File: src/rtl/pipe_pkg.sv
// Shared encodings and the registered ID/EX field bundle for the pipeline stage.
package pipe_pkg;

    localparam logic [4:0] REG_ZR   = 5'd31;
    localparam logic [1:0] FWD_NONE = 2'b00;
    localparam logic [1:0] FWD_STUR = 2'b01;
    localparam logic [1:0] FWD_I    = 2'b10;
    localparam logic [1:0] FWD_R    = 2'b11;

    typedef enum logic [0:0] {
        RUN    = 1'b0,
        BUBBLE = 1'b1
    } hz_state_t;

    typedef struct packed {
        logic       valid;
        logic [4:0] rn;
        logic [4:0] rm;
        logic [4:0] target;
        logic       reg_write;
        logic       mem_read;
        logic       mem_write;
        logic [1:0] fwd_en;
    } id_ex_t;

endpackage

File: src/rtl/id_ex_stage_load_use_detect.sv
// Combinational load-use compare between the load sitting in EX and the instruction in ID.
module load_use_detect
    import pipe_pkg::*;
(
    input  logic       i_ex_valid,
    input  logic       i_ex_mem_read,
    input  logic [4:0] i_ex_target,
    input  logic       i_id_valid,
    input  logic [4:0] i_id_rn,
    input  logic [4:0] i_id_rm,
    input  logic [1:0] i_id_fwd_en,
    output logic       o_hazard
);

    logic w_ex_load;
    logic w_rn_hit;
    logic w_rm_hit;

    // STUR's Rt rides on the target field, so it is never compared here.
    assign w_ex_load = i_ex_valid && i_ex_mem_read && (i_ex_target != REG_ZR);
    assign w_rn_hit  = (i_id_fwd_en != FWD_NONE) && (i_id_rn == i_ex_target);
    assign w_rm_hit  = (i_id_fwd_en == FWD_R) && (i_id_rm == i_ex_target);
    assign o_hazard  = w_ex_load && i_id_valid && (w_rn_hit || w_rm_hit);

endmodule

File: src/rtl/id_ex_stage.sv
// ID/EX pipeline register with load-use bubble insertion, flush, hold and a bubble counter.
module id_ex_stage
    import pipe_pkg::*;
#(
    parameter int CTRL_W          = 8,
    parameter int LOAD_USE_STALLS = 1,
    parameter int CNT_W           = 16
) (
    input  logic              clk,
    input  logic              reset,
    input  logic              valid_ID,
    input  logic [4:0]        Rn_ID,
    input  logic [4:0]        Rm_ID,
    input  logic [4:0]        targetReg_ID,
    input  logic              RegWrite_ID,
    input  logic              MemRead_ID,
    input  logic              MemWrite_ID,
    input  logic [1:0]        fwdEn_ID,
    input  logic [CTRL_W-1:0] ctrl_ID,
    input  logic              flush,
    input  logic              hold,
    output logic              valid_EX,
    output logic [4:0]        Rn_EX,
    output logic [4:0]        Rm_EX,
    output logic [4:0]        targetReg_EX,
    output logic              RegWrite_EX,
    output logic              MemRead_EX,
    output logic              MemWrite_EX,
    output logic [1:0]        fwdEn_EX,
    output logic [CTRL_W-1:0] ctrl_EX,
    output logic              stall,
    output logic [CNT_W-1:0]  bubble_count,
    output hz_state_t         dbg_state
);

    localparam logic [1:0] REM_INIT = 2'(LOAD_USE_STALLS - 1);

    id_ex_t            r_ex;
    logic [CTRL_W-1:0] r_ctrl;
    hz_state_t         r_state;
    logic [1:0]        r_rem;
    logic [CNT_W-1:0]  r_bcnt;
    id_ex_t            w_id;
    logic              w_hazard;

    assign w_id = '{valid: valid_ID, rn: Rn_ID, rm: Rm_ID, target: targetReg_ID,
                    reg_write: RegWrite_ID, mem_read: MemRead_ID,
                    mem_write: MemWrite_ID, fwd_en: fwdEn_ID};

    load_use_detect u_detect (
        .i_ex_valid    (r_ex.valid),
        .i_ex_mem_read (r_ex.mem_read),
        .i_ex_target   (r_ex.target),
        .i_id_valid    (valid_ID),
        .i_id_rn       (Rn_ID),
        .i_id_rm       (Rm_ID),
        .i_id_fwd_en   (fwdEn_ID),
        .o_hazard      (w_hazard)
    );

    // Flush and hold both override the stall so the front end can redirect or freeze.
    assign stall = !reset && !flush && !hold && ((r_state == BUBBLE) || w_hazard);

    always_ff @(posedge clk) begin
        if (reset) begin
            r_ex    <= '0;
            r_ctrl  <= '0;
            r_state <= RUN;
            r_rem   <= 2'd0;
            r_bcnt  <= '0;
        end else if (flush) begin
            r_ex    <= '0;
            r_ctrl  <= '0;
            r_state <= RUN;
            r_rem   <= 2'd0;
        end else if (hold) begin
            r_ex    <= r_ex;
        end else if ((r_state == BUBBLE) || w_hazard) begin
            r_ex   <= '0;
            r_ctrl <= '0;
            if (r_bcnt != '1) begin
                r_bcnt <= r_bcnt + 1'b1;
            end
            if (r_state == BUBBLE) begin
                r_rem <= r_rem - 2'd1;
                if (r_rem == 2'd1) begin
                    r_state <= RUN;
                end
            end else begin
                r_rem   <= REM_INIT;
                r_state <= (REM_INIT != 2'd0) ? BUBBLE : RUN;
            end
        end else begin
            r_ex   <= w_id;
            r_ctrl <= ctrl_ID;
        end
    end

    assign valid_EX     = r_ex.valid;
    assign Rn_EX        = r_ex.rn;
    assign Rm_EX        = r_ex.rm;
    assign targetReg_EX = r_ex.target;
    assign RegWrite_EX  = r_ex.reg_write;
    assign MemRead_EX   = r_ex.mem_read;
    assign MemWrite_EX  = r_ex.mem_write;
    assign fwdEn_EX     = r_ex.fwd_en;
    assign ctrl_EX      = r_ctrl;
    assign bubble_count = r_bcnt;
    assign dbg_state    = r_state;

endmodule
File: config.mk
export PLATFORM = sky130hd
export DESIGN_NAME = id_ex_stage
export DESIGN_NICKNAME = d
export VERILOG_FILES = /design/src/rtl/pipe_pkg.sv /design/src/rtl/id_ex_stage_load_use_detect.sv /design/src/rtl/id_ex_stage.sv
export SDC_FILE = /design/constraint.sdc
export NUM_CORES = 1
export LEC_CHECK = 0
export BUFFER_PORTS_ARGS = -buffer_cell sky130_fd_sc_hd__buf_4
export CORE_MARGIN = 8
export CORE_UTILIZATION = 42
export CTS_CLUSTER_SIZE = 16
export DETAILED_ROUTE_END_ITERATION = 16
export PLACE_DENSITY = 0.7
export SLEW_MARGIN = 20
export SYNTH_ARGS = -nofsm -noshare
export SYNTH_HDL_FRONTEND = slang
export SYNTH_SLANG_ARGS = --single-unit
export TNS_END_PERCENT = 10
File: constraint.sdc
create_clock -name clk -period 3.9 [get_ports clk]
set_clock_uncertainty 0.2 [all_clocks]
set_input_delay 0.78 -clock clk [delete_from_list [all_inputs] [get_ports clk]]
set_output_delay 0.78 -clock clk [all_outputs]
set_load 0.03 [all_outputs]
== After elaboration in Yosys (flattened, before gate mapping) ==
Index checks and enable logic that the tools add are counted.

* Output and inout port bits: 47
* Logic and storage cells: 45
* Flip-flop bits (word level): 48
* Bits of input ports: 33

* Add/subtract/negate cells: 2
* Eq/ne operators: 6
* Reductions and logical operators: 18
* Bitwise gates (word level): 2
* Multiplexer cells: 5

{| class="wikitable"
|+ Operator list
! operator !! count
|-
| 21-bit 2-to-1 mux || 1
|-
| 16-bit by 1-bit adder with 16-bit output (second input constant) || 1
|-
| 16-bit != test (second input constant) || 1
|-
| 5-bit equality test || 2
|-
| 1-bit logical AND || 9
|-
| 8-bit 2-to-1 mux || 1
|-
| 5-bit != test (second input constant) || 1
|-
| 4-bit AND reduction || 1
|-
| 1-bit logical NOT || 3
|-
| 2-bit by 1-bit equality test with 1-bit output (second input constant) || 1
|-
| 2-bit equality test (second input constant) || 1
|-
| 1-bit logical OR || 2
|-
| 1-bit 2-to-1 mux || 2
|-
| 2-bit 2-to-1 mux || 1
|-
| 1-bit inverter || 2
|-
| 2-bit AND reduction || 1
|-
| 2-bit nonzero test || 1
|-
| 2-bit OR reduction || 1
|-
| 2-bit by 1-bit subtractor with 2-bit output (second input constant) || 1
|}

== Depth between registers and ports, before layout ==
Gate-level depths: netlist (run 1).

* Depth after elaboration: 6
* Gate-level depth with buffers: 8
* Depth with buffers taken out: 7

== Hierarchy ==
A second synthesis (run 1) with hierarchy kept.

* Cells, all modules: 232
* Area total of the unflattened synthesis: 2150.8 µm²

{| class="wikitable"
|+ By module, submodules not included
! module !! area an instance (µm²) !! cells each !! instances
|-
| id_ex_stage || 2014.4 || 214 || 1
|-
| load_use_detect || 136.4 || 18 || 1
|}

== Worst setup path after synthesis (run 1) ==
No wires, ideal clock.

* Kind: input-to-output
* Start: input port Rm_ID[0]
* End: output port stall
* Stages: 6
* Arrival time: 2.150 ns
* Path buffers: 1
* Data required time: 2.920 ns
* Setup slack: 0.770 ns
* Cell sequence: xnor2_1 -> nand4_1 -> o22ai_2 -> a21oi_2 -> buf_2 -> nor3_1

* Word-level cells in the longest chain between the ends: 6

{| class="wikitable"
|+ Ends and longest elaborated chain
! element !! RTL line !! source
|-
| start, declared || id_ex_stage.sv:13 || <nowiki>input logic [4:0] Rm_ID,</nowiki>
|-
| 5-bit equality test || id_ex_stage_load_use_detect.sv:22 || <nowiki>assign w_rm_hit = (i_id_fwd_en == FWD_R) && (i_id_rm == i_ex_target);</nowiki>
|-
| 1-bit logical AND || id_ex_stage_load_use_detect.sv:22 ||
|-
| 1-bit logical OR || id_ex_stage_load_use_detect.sv:23 || <nowiki>assign o_hazard = w_ex_load && i_id_valid && (w_rn_hit || w_rm_hit);</nowiki>
|-
| 1-bit logical AND || id_ex_stage_load_use_detect.sv:23 ||
|-
| 1-bit logical OR || id_ex_stage.sv:62 || <nowiki>assign stall = !reset && !flush && !hold && ((r_state == BUBBLE) || w_hazard);</nowiki>
|-
| 1-bit logical AND || id_ex_stage.sv:62 ||
|-
| end, declared || id_ex_stage.sv:31 || <nowiki>output logic stall,</nowiki>
|}

No other way between the ends.

== Worst setup path after layout (run 1) ==
* Start: input port Rm_ID[2]
* End: output port stall

Same word-level chain as after synthesis.

==> results_dict.tcl, run 1 <==
set metrics [dict create \
    synth.distinct_cells 37 \
    cts-root-buf "clkbuf_8" \
    nFillCells 460 \
    hold_viol 0 \
    r2r_cells 6 \
    path_class "in2out" \
    htreeDepth 2 \
    nets 346 \
    start_kind "input port" \
    slew_headroom 0.3258 \
    grt_pass1_vias 2065 \
    globalRouteOverflowTotal 0 \
    row_count 26 \
    portBuffers 79 \
    rsz0062_at_grt "no" \
    cts_hold_buffers 0 \
    multi_input_comb_area_sq_um 1121 \
    core_area_sq_um 5042 \
    cp_cell_sequence "buf_4, xnor2_1, nand4_1, o22ai_2, a21oi_2, nor3_1, buf_4" \
    fin_crit_sh 0.8636 \
    first_pass_iters 4 \
    cts_buffers 5 \
    slowest_stage "a21oi_2" \
    finalWirelength_mm 5.718 \
    drc 0 \
    clockBufferDepth 2 \
    fin_area_sq_um 2884 \
    cts_tree "done" \
    place_area_sq_um 2785 \
    leakage_nw 1.178 \
    slowest_delay_ns 0.81 \
    syn_avg_cell_area_sq_um 8.976 \
    dieArea_sq_um 7704 \
    power_density_nw_per_um2 333.5 \
    wl_per_cell_microns 15.05 \
    clk_latency_ns 0.30 \
    grt_pass1_wl_mm 9.439 \
    grt_start_max_net_pins 51 \
    diodes 0 \
    fp.dieH_microns 87.77 \
    path_max_fanout 24 \
    synthCells 241 \
    fin_tns_setup_ns 0 \
    antenna_found_initial 0 \
    fin_crit_ns 3.368 \
    setup_viol_count_final 0 \
    netlist_area_sq_um 2163 \
    seqCellArea_sq_um 960.9 \
    status "complete, no violations" \
    tightest_slew_ns 1.011 \
    place_ws_ns 0.5228 \
    cts.clk_slew.worst_paths_ns 0.09 \
    hold_depth 2 \
    vdd_drop_max_mv 0.2209 \
    cp_data_required_time_ns 2.92 \
    synth_nets 276 \
    worst_ep_arrival_time_ns 2.39 \
    cts_resized 0 \
    ios 80 \
    grtUsageTotal 0.1522 \
    area_delta_synth_final_pct 33.31 \
    start_util 0.4290 \
    ys_warn_count 0 \
    drive_gt1_frac 0.3097 \
    path_common_cell "buf_4" \
    via_count 2012 \
    fin_ws_ns 0.5321 \
    gp_congestion 0.7403 \
    maxSlewViolCount 0 \
    die_w_microns 87.77 \
    synth_seq_cells 48 \
    fmax_mhz 296.9 \
    cap_viol_max_count 0 \
    ant_nets 0 \
    drt_iter0_drc 98 \
    end_kind "output pin" \
    dp_hpwl_mm 4.112 \
    vias_per_cell 5.295 \
    min_path_type "reg2reg" \
    yosysSeqAreaShare 0.4442 \
    cts.sinks 48 \
    power.total_uw 961.9 \
    post-cts-setup-buffer-count 0 \
]
==> worst max-delay path, delay by kind of cell <==
family,cells,cell delay [ns]
xor gates and xnor gates,1,0.12
buffers and inverters,2,0.33
and+or+nand+nor,2,0.21
AOI/OAI and AO/OA,2,0.94
==> final timing paths <==
check | start | end | slack [ns]
max | Rm_ID[2] | stall | 0.53
min | r_rem[1] | r_rem[1] | 0.29
max reg2reg | targetReg_EX[0] | bubble_count[7] | 1.42
min reg2reg | r_rem[1] | r_rem[1] | 0.29
==> state kept, by name, summed over array words and instances (netlist names) <==
register      cells
Rn_EX             5
MemRead_EX        1
RegWrite_EX       1
ctrl_EX           8
r_rem             2
targetReg_EX      5
dbg_state         1
valid_EX          1
Rm_EX             5
fwdEn_EX          2
bubble_count     16
MemWrite_EX       1
==> through the flow <==
step	instances	hold WS, ns	util
after floorplan	241	0.2497	-
after global placement	374	0.2616	0.5524
after detailed placement	374	0.2781	0.5524
after CTS	380	0.2904	0.5720
after global routing	380	0.3198	0.5720
final	380	0.2919	0.5720
==> layer usage <==
| layer | vias up | global-route usage | share of wire |
|---|---|---|---|
| li1 | 997 | - | - |
| met1 | 939 | 0.1714 | 0.42 |
| met2 | 71 | 0.2462 | 0.46 |
| met3 | 5 | 0.07880 | 0.11 |
| met4 | 0 | 0.03906 | 0.0087 |
| met5 | - | 0 | 0 |
==> where the power goes <==
| group | total (mW) | internal (mW) | switching, mW |
|---|---|---|---|
| Sequential | 0.506 | 0.499 | 0.00718 |
| Combinational | 0.116 | 0.0516 | 0.0644 |
| Clock | 0.340 | 0.184 | 0.155 |
==> cells by family after synthesis <==
kind of cell | share of synthesized area
AO/OA/AOI/OAI | 0.1695
AND/OR/NAND/NOR | 0.2337
adder cells (fa/ha/maj) | 0.01157
buffers and inverters | 0.04337
flip-flops | 0.4442
multiplexers | 0.05726
XOR/XNOR | 0.04048
==> synth_stat cells (all sizes together) <==
cell type,n,area (sq um)
a211oi,1,7.510
a21oi,9,48.80
a22oi,29,217.7
a31oi,1,6.260
and3,2,12.51
and4,1,8.760
buf,5,33.78
clkbuf,12,45.04
dfxtp,48,960.9
ha,2,25.02
inv,4,15.01
mux2,11,123.9
nand2,7,26.28
nand2b,1,6.260
nand3,6,30.03
nand3b,1,7.510
nand4,5,31.28
nor2,45,168.9
nor2b,10,62.56
nor3,2,10.01
nor4,8,50.05
nor4b,3,38.79
o21ai,6,30.03
o22ai,1,12.51
o31ai,4,43.79
or2,1,6.260
or3,1,6.260
or3b,2,17.52
or4,3,22.52
xnor2,10,87.58
==> final cells by class <==
| class | instances | share of cell area |
|---|---|---|
| Clock inverter | 1 | 0.01041 |
| Sequential cell | 48 | 0.3332 |
| Timing Repair Buffer | 80 | 0.2082 |
| Inverter | 4 | 0.005206 |
| Tap cell | 70 | 0.03037 |
| Clock buffer | 5 | 0.02386 |
| Multi-Input combinational cell | 172 | 0.3887 |
==> cell usage in the layout, fill, tap and decap left out, drive strengths merged <==
cell type,count
xnor2,10
o22ai,1
and3,2
or4,3
ha,2
nand4,5
or2,1
o21ai,6
a31oi,1
and4,1
mux2,11
nor2b,10
a211oi,1
nand2b,1
a21oi,9
bufinv,1
or3b,2
nor4b,3
dfxtp,48
or3,1
nor3,2
nand2,7
nand3b,1
nor2,45
nor4,8
inv,4
buf,80
nand3,6
a22oi,29
o31ai,4
clkbuf,5
No activity file was read; power rests on OpenSTA's default activity.
==> run 2, diff against run 1 <==
Settings changed: PLACE_DENSITY 0.7 to 0.69.
==> run 2 against run 1 <==
  * Setup slack gained 0.0019 ns
  * Sequential share of layout area up 0.10 points
  * Combinational power is essentially flat
  * Critical endpoint unchanged
  * Highest routed layer unchanged
  * Largest power group unchanged
  * Critical path depth stayed put
  * Critical path type unchanged
  * Count of clock-buffer cells in the layout grew 3
  * Cell area decreased by 0.30%
==> results_dict.tcl, run 2 (same netlist as run 1, synthesis figures left out) <==
set metrics [dict create \
    status "complete, no violations" \
    post-route-util 0.5702 \
    tightest_slew_ns 1.005 \
    largest_reg_flops 16 \
    antenna_found_initial 0 \
    cts_hold_buffers 0 \
    fin_crit_sh 0.8631 \
    die_w_microns 87.77 \
    dp.cells 374 \
    path_max_fanout 24 \
    dp_hpwl_mm 4.129 \
    ant_nets 0 \
    path_class "in2out" \
    cts.sinks 48 \
    cp_cell_sequence "buf_4, xnor2_1, nand4_1, o22ai_2, a21oi_2, nor3_1, buf_4" \
    min_path_type "reg2reg" \
    fin_crit_ns 3.366 \
    timing.rr.start "targetReg_EX[0]" \
    layout.cells.most_common "buf_4" \
    post-cts-setup-buffer-count 0 \
    slowest_stage "a21oi_2" \
    endpoint "stall" \
    drt_iter0_drc 124 \
    fp.dieH_microns 87.77 \
    layoutNonFillerInstCount 382 \
    slew_headroom 0.3302 \
    drc 0 \
    cp_data_required_time_ns 2.92 \
    grtUsageTotal 0.1530 \
    core_area_sq_um 5042 \
    cap_viol_max_count 0 \
    fin_area_sq_um 2875 \
    maxSlewViolCount 0 \
    cts_resized 0 \
    drive_gt1_frac 0.3077 \
    slowest_delay_ns 0.81 \
    cts-root-buf "clkbuf_8" \
    dieArea_sq_um 7704 \
    whs_ns 0.2862 \
    row_count 26 \
    cts.clk_slew.worst_paths_ns 0.09 \
    area_delta_synth_final_pct 32.91 \
    fin_tns_setup_ns 0 \
    r2r_setup_slack_ns 1.43 \
    place_ws_ns 0.5328 \
    cts_tree "done" \
    start_kind "input port" \
    wl_per_cell_microns 15.07 \
    cts_buffers 5 \
    start_util 0.4290 \
    vias_per_cell 5.330 \
    via_count 2036 \
    globalRouteOverflowTotal 0 \
    gp_congestion 0.7513 \
    clk_latency_ns 0.30 \
    hold_viol 0 \
    grt_start_max_net_pins 51 \
    worst_ep_arrival_time_ns 2.39 \
    path_common_cell "buf_4" \
    rsz0062_at_grt "no" \
    finalWirelength_mm 5.756 \
    fmax_mhz 297.1 \
    final_cell_mix "80 x buf_4, 48 x dfxtp_1, 45 x nor2_1" \
    portBuffers 79 \
    power_density_nw_per_um2 323.9 \
    crit_start "Rm_ID[2]" \
    power.total_uw 931.4 \
    grt_pass1_vias 2007 \
    r2r_end "bubble_count[8]" \
    diodes 0 \
    htreeDepth 2 \
    end_kind "output pin" \
    vdd_drop_max_mv 0.1746 \
    clockBufferDepth 2 \
    setup_viol_count_final 0 \
    grt_pass1_wl_mm 9.597 \
    fin_ws_ns 0.5340 \
    nFillCells 470 \
    first_pass_iters 4 \
    leakage_nw 1.173 \
    r2r_cells 6 \
    ios 80 \
    nets 346 \
    place_area_sq_um 2785 \
]
[run 2: report_power, final]
group	switching, mW	internal, mW	total [mW]	leakage (nW)
clock	0.163	0.145	0.308	0.0455
combinational	0.0650	0.0517	0.117	0.739
sequential	0.00726	0.499	0.506	0.389
[run 2: cell type report]
class / instances / area (sq um) / share of cell area
inverters: 4 / 15.01 / 0.005222
flip-flops and latches: 48 / 960.9 / 0.3342
well taps: 70 / 87.58 / 0.03046
multi-input cells: 172 / 1121 / 0.3899
clock buffers: 8 / 90.09 / 0.03133
repair buffers: 80 / 600.6 / 0.2089
[run 2: worst max-delay path, delay by kind of cell]
family          cells  cell delay, ns
xor+xnor            1            0.11
compound gates      2            0.94
buf+inv             2            0.33
simple gates        2            0.22
[run 2: worst min-delay path by stage]
stage | to | slack (ns) | cells past startpoint | from
2_1_floorplan | r_rem[1] | 0.25 | 2 | r_rem[1]
3_3_place_gp | r_rem[1] | 0.26 | 2 | r_rem[1]
3_5_place_dp | r_rem[1] | 0.28 | 2 | r_rem[1]
4_1_cts | r_rem[1] | 0.29 | 2 | r_rem[1]
5_1_grt | r_rem[1] | 0.34 | 2 | r_rem[1]
6_report | r_rem[1] | 0.29 | 2 | r_rem[1]
[run 2: layer usage]
| metal | vias up | GRT usage | share of wire |
|---|---|---|---|
| met5 | - | 0 | 0 |
| met2 | 56 | 0.2380 | 0.45 |
| li1 | 1003 | - | - |
| met1 | 969 | 0.1880 | 0.45 |
| met4 | 0 | 0.04688 | 0.011 |
| met3 | 8 | 0.06098 | 0.090 |
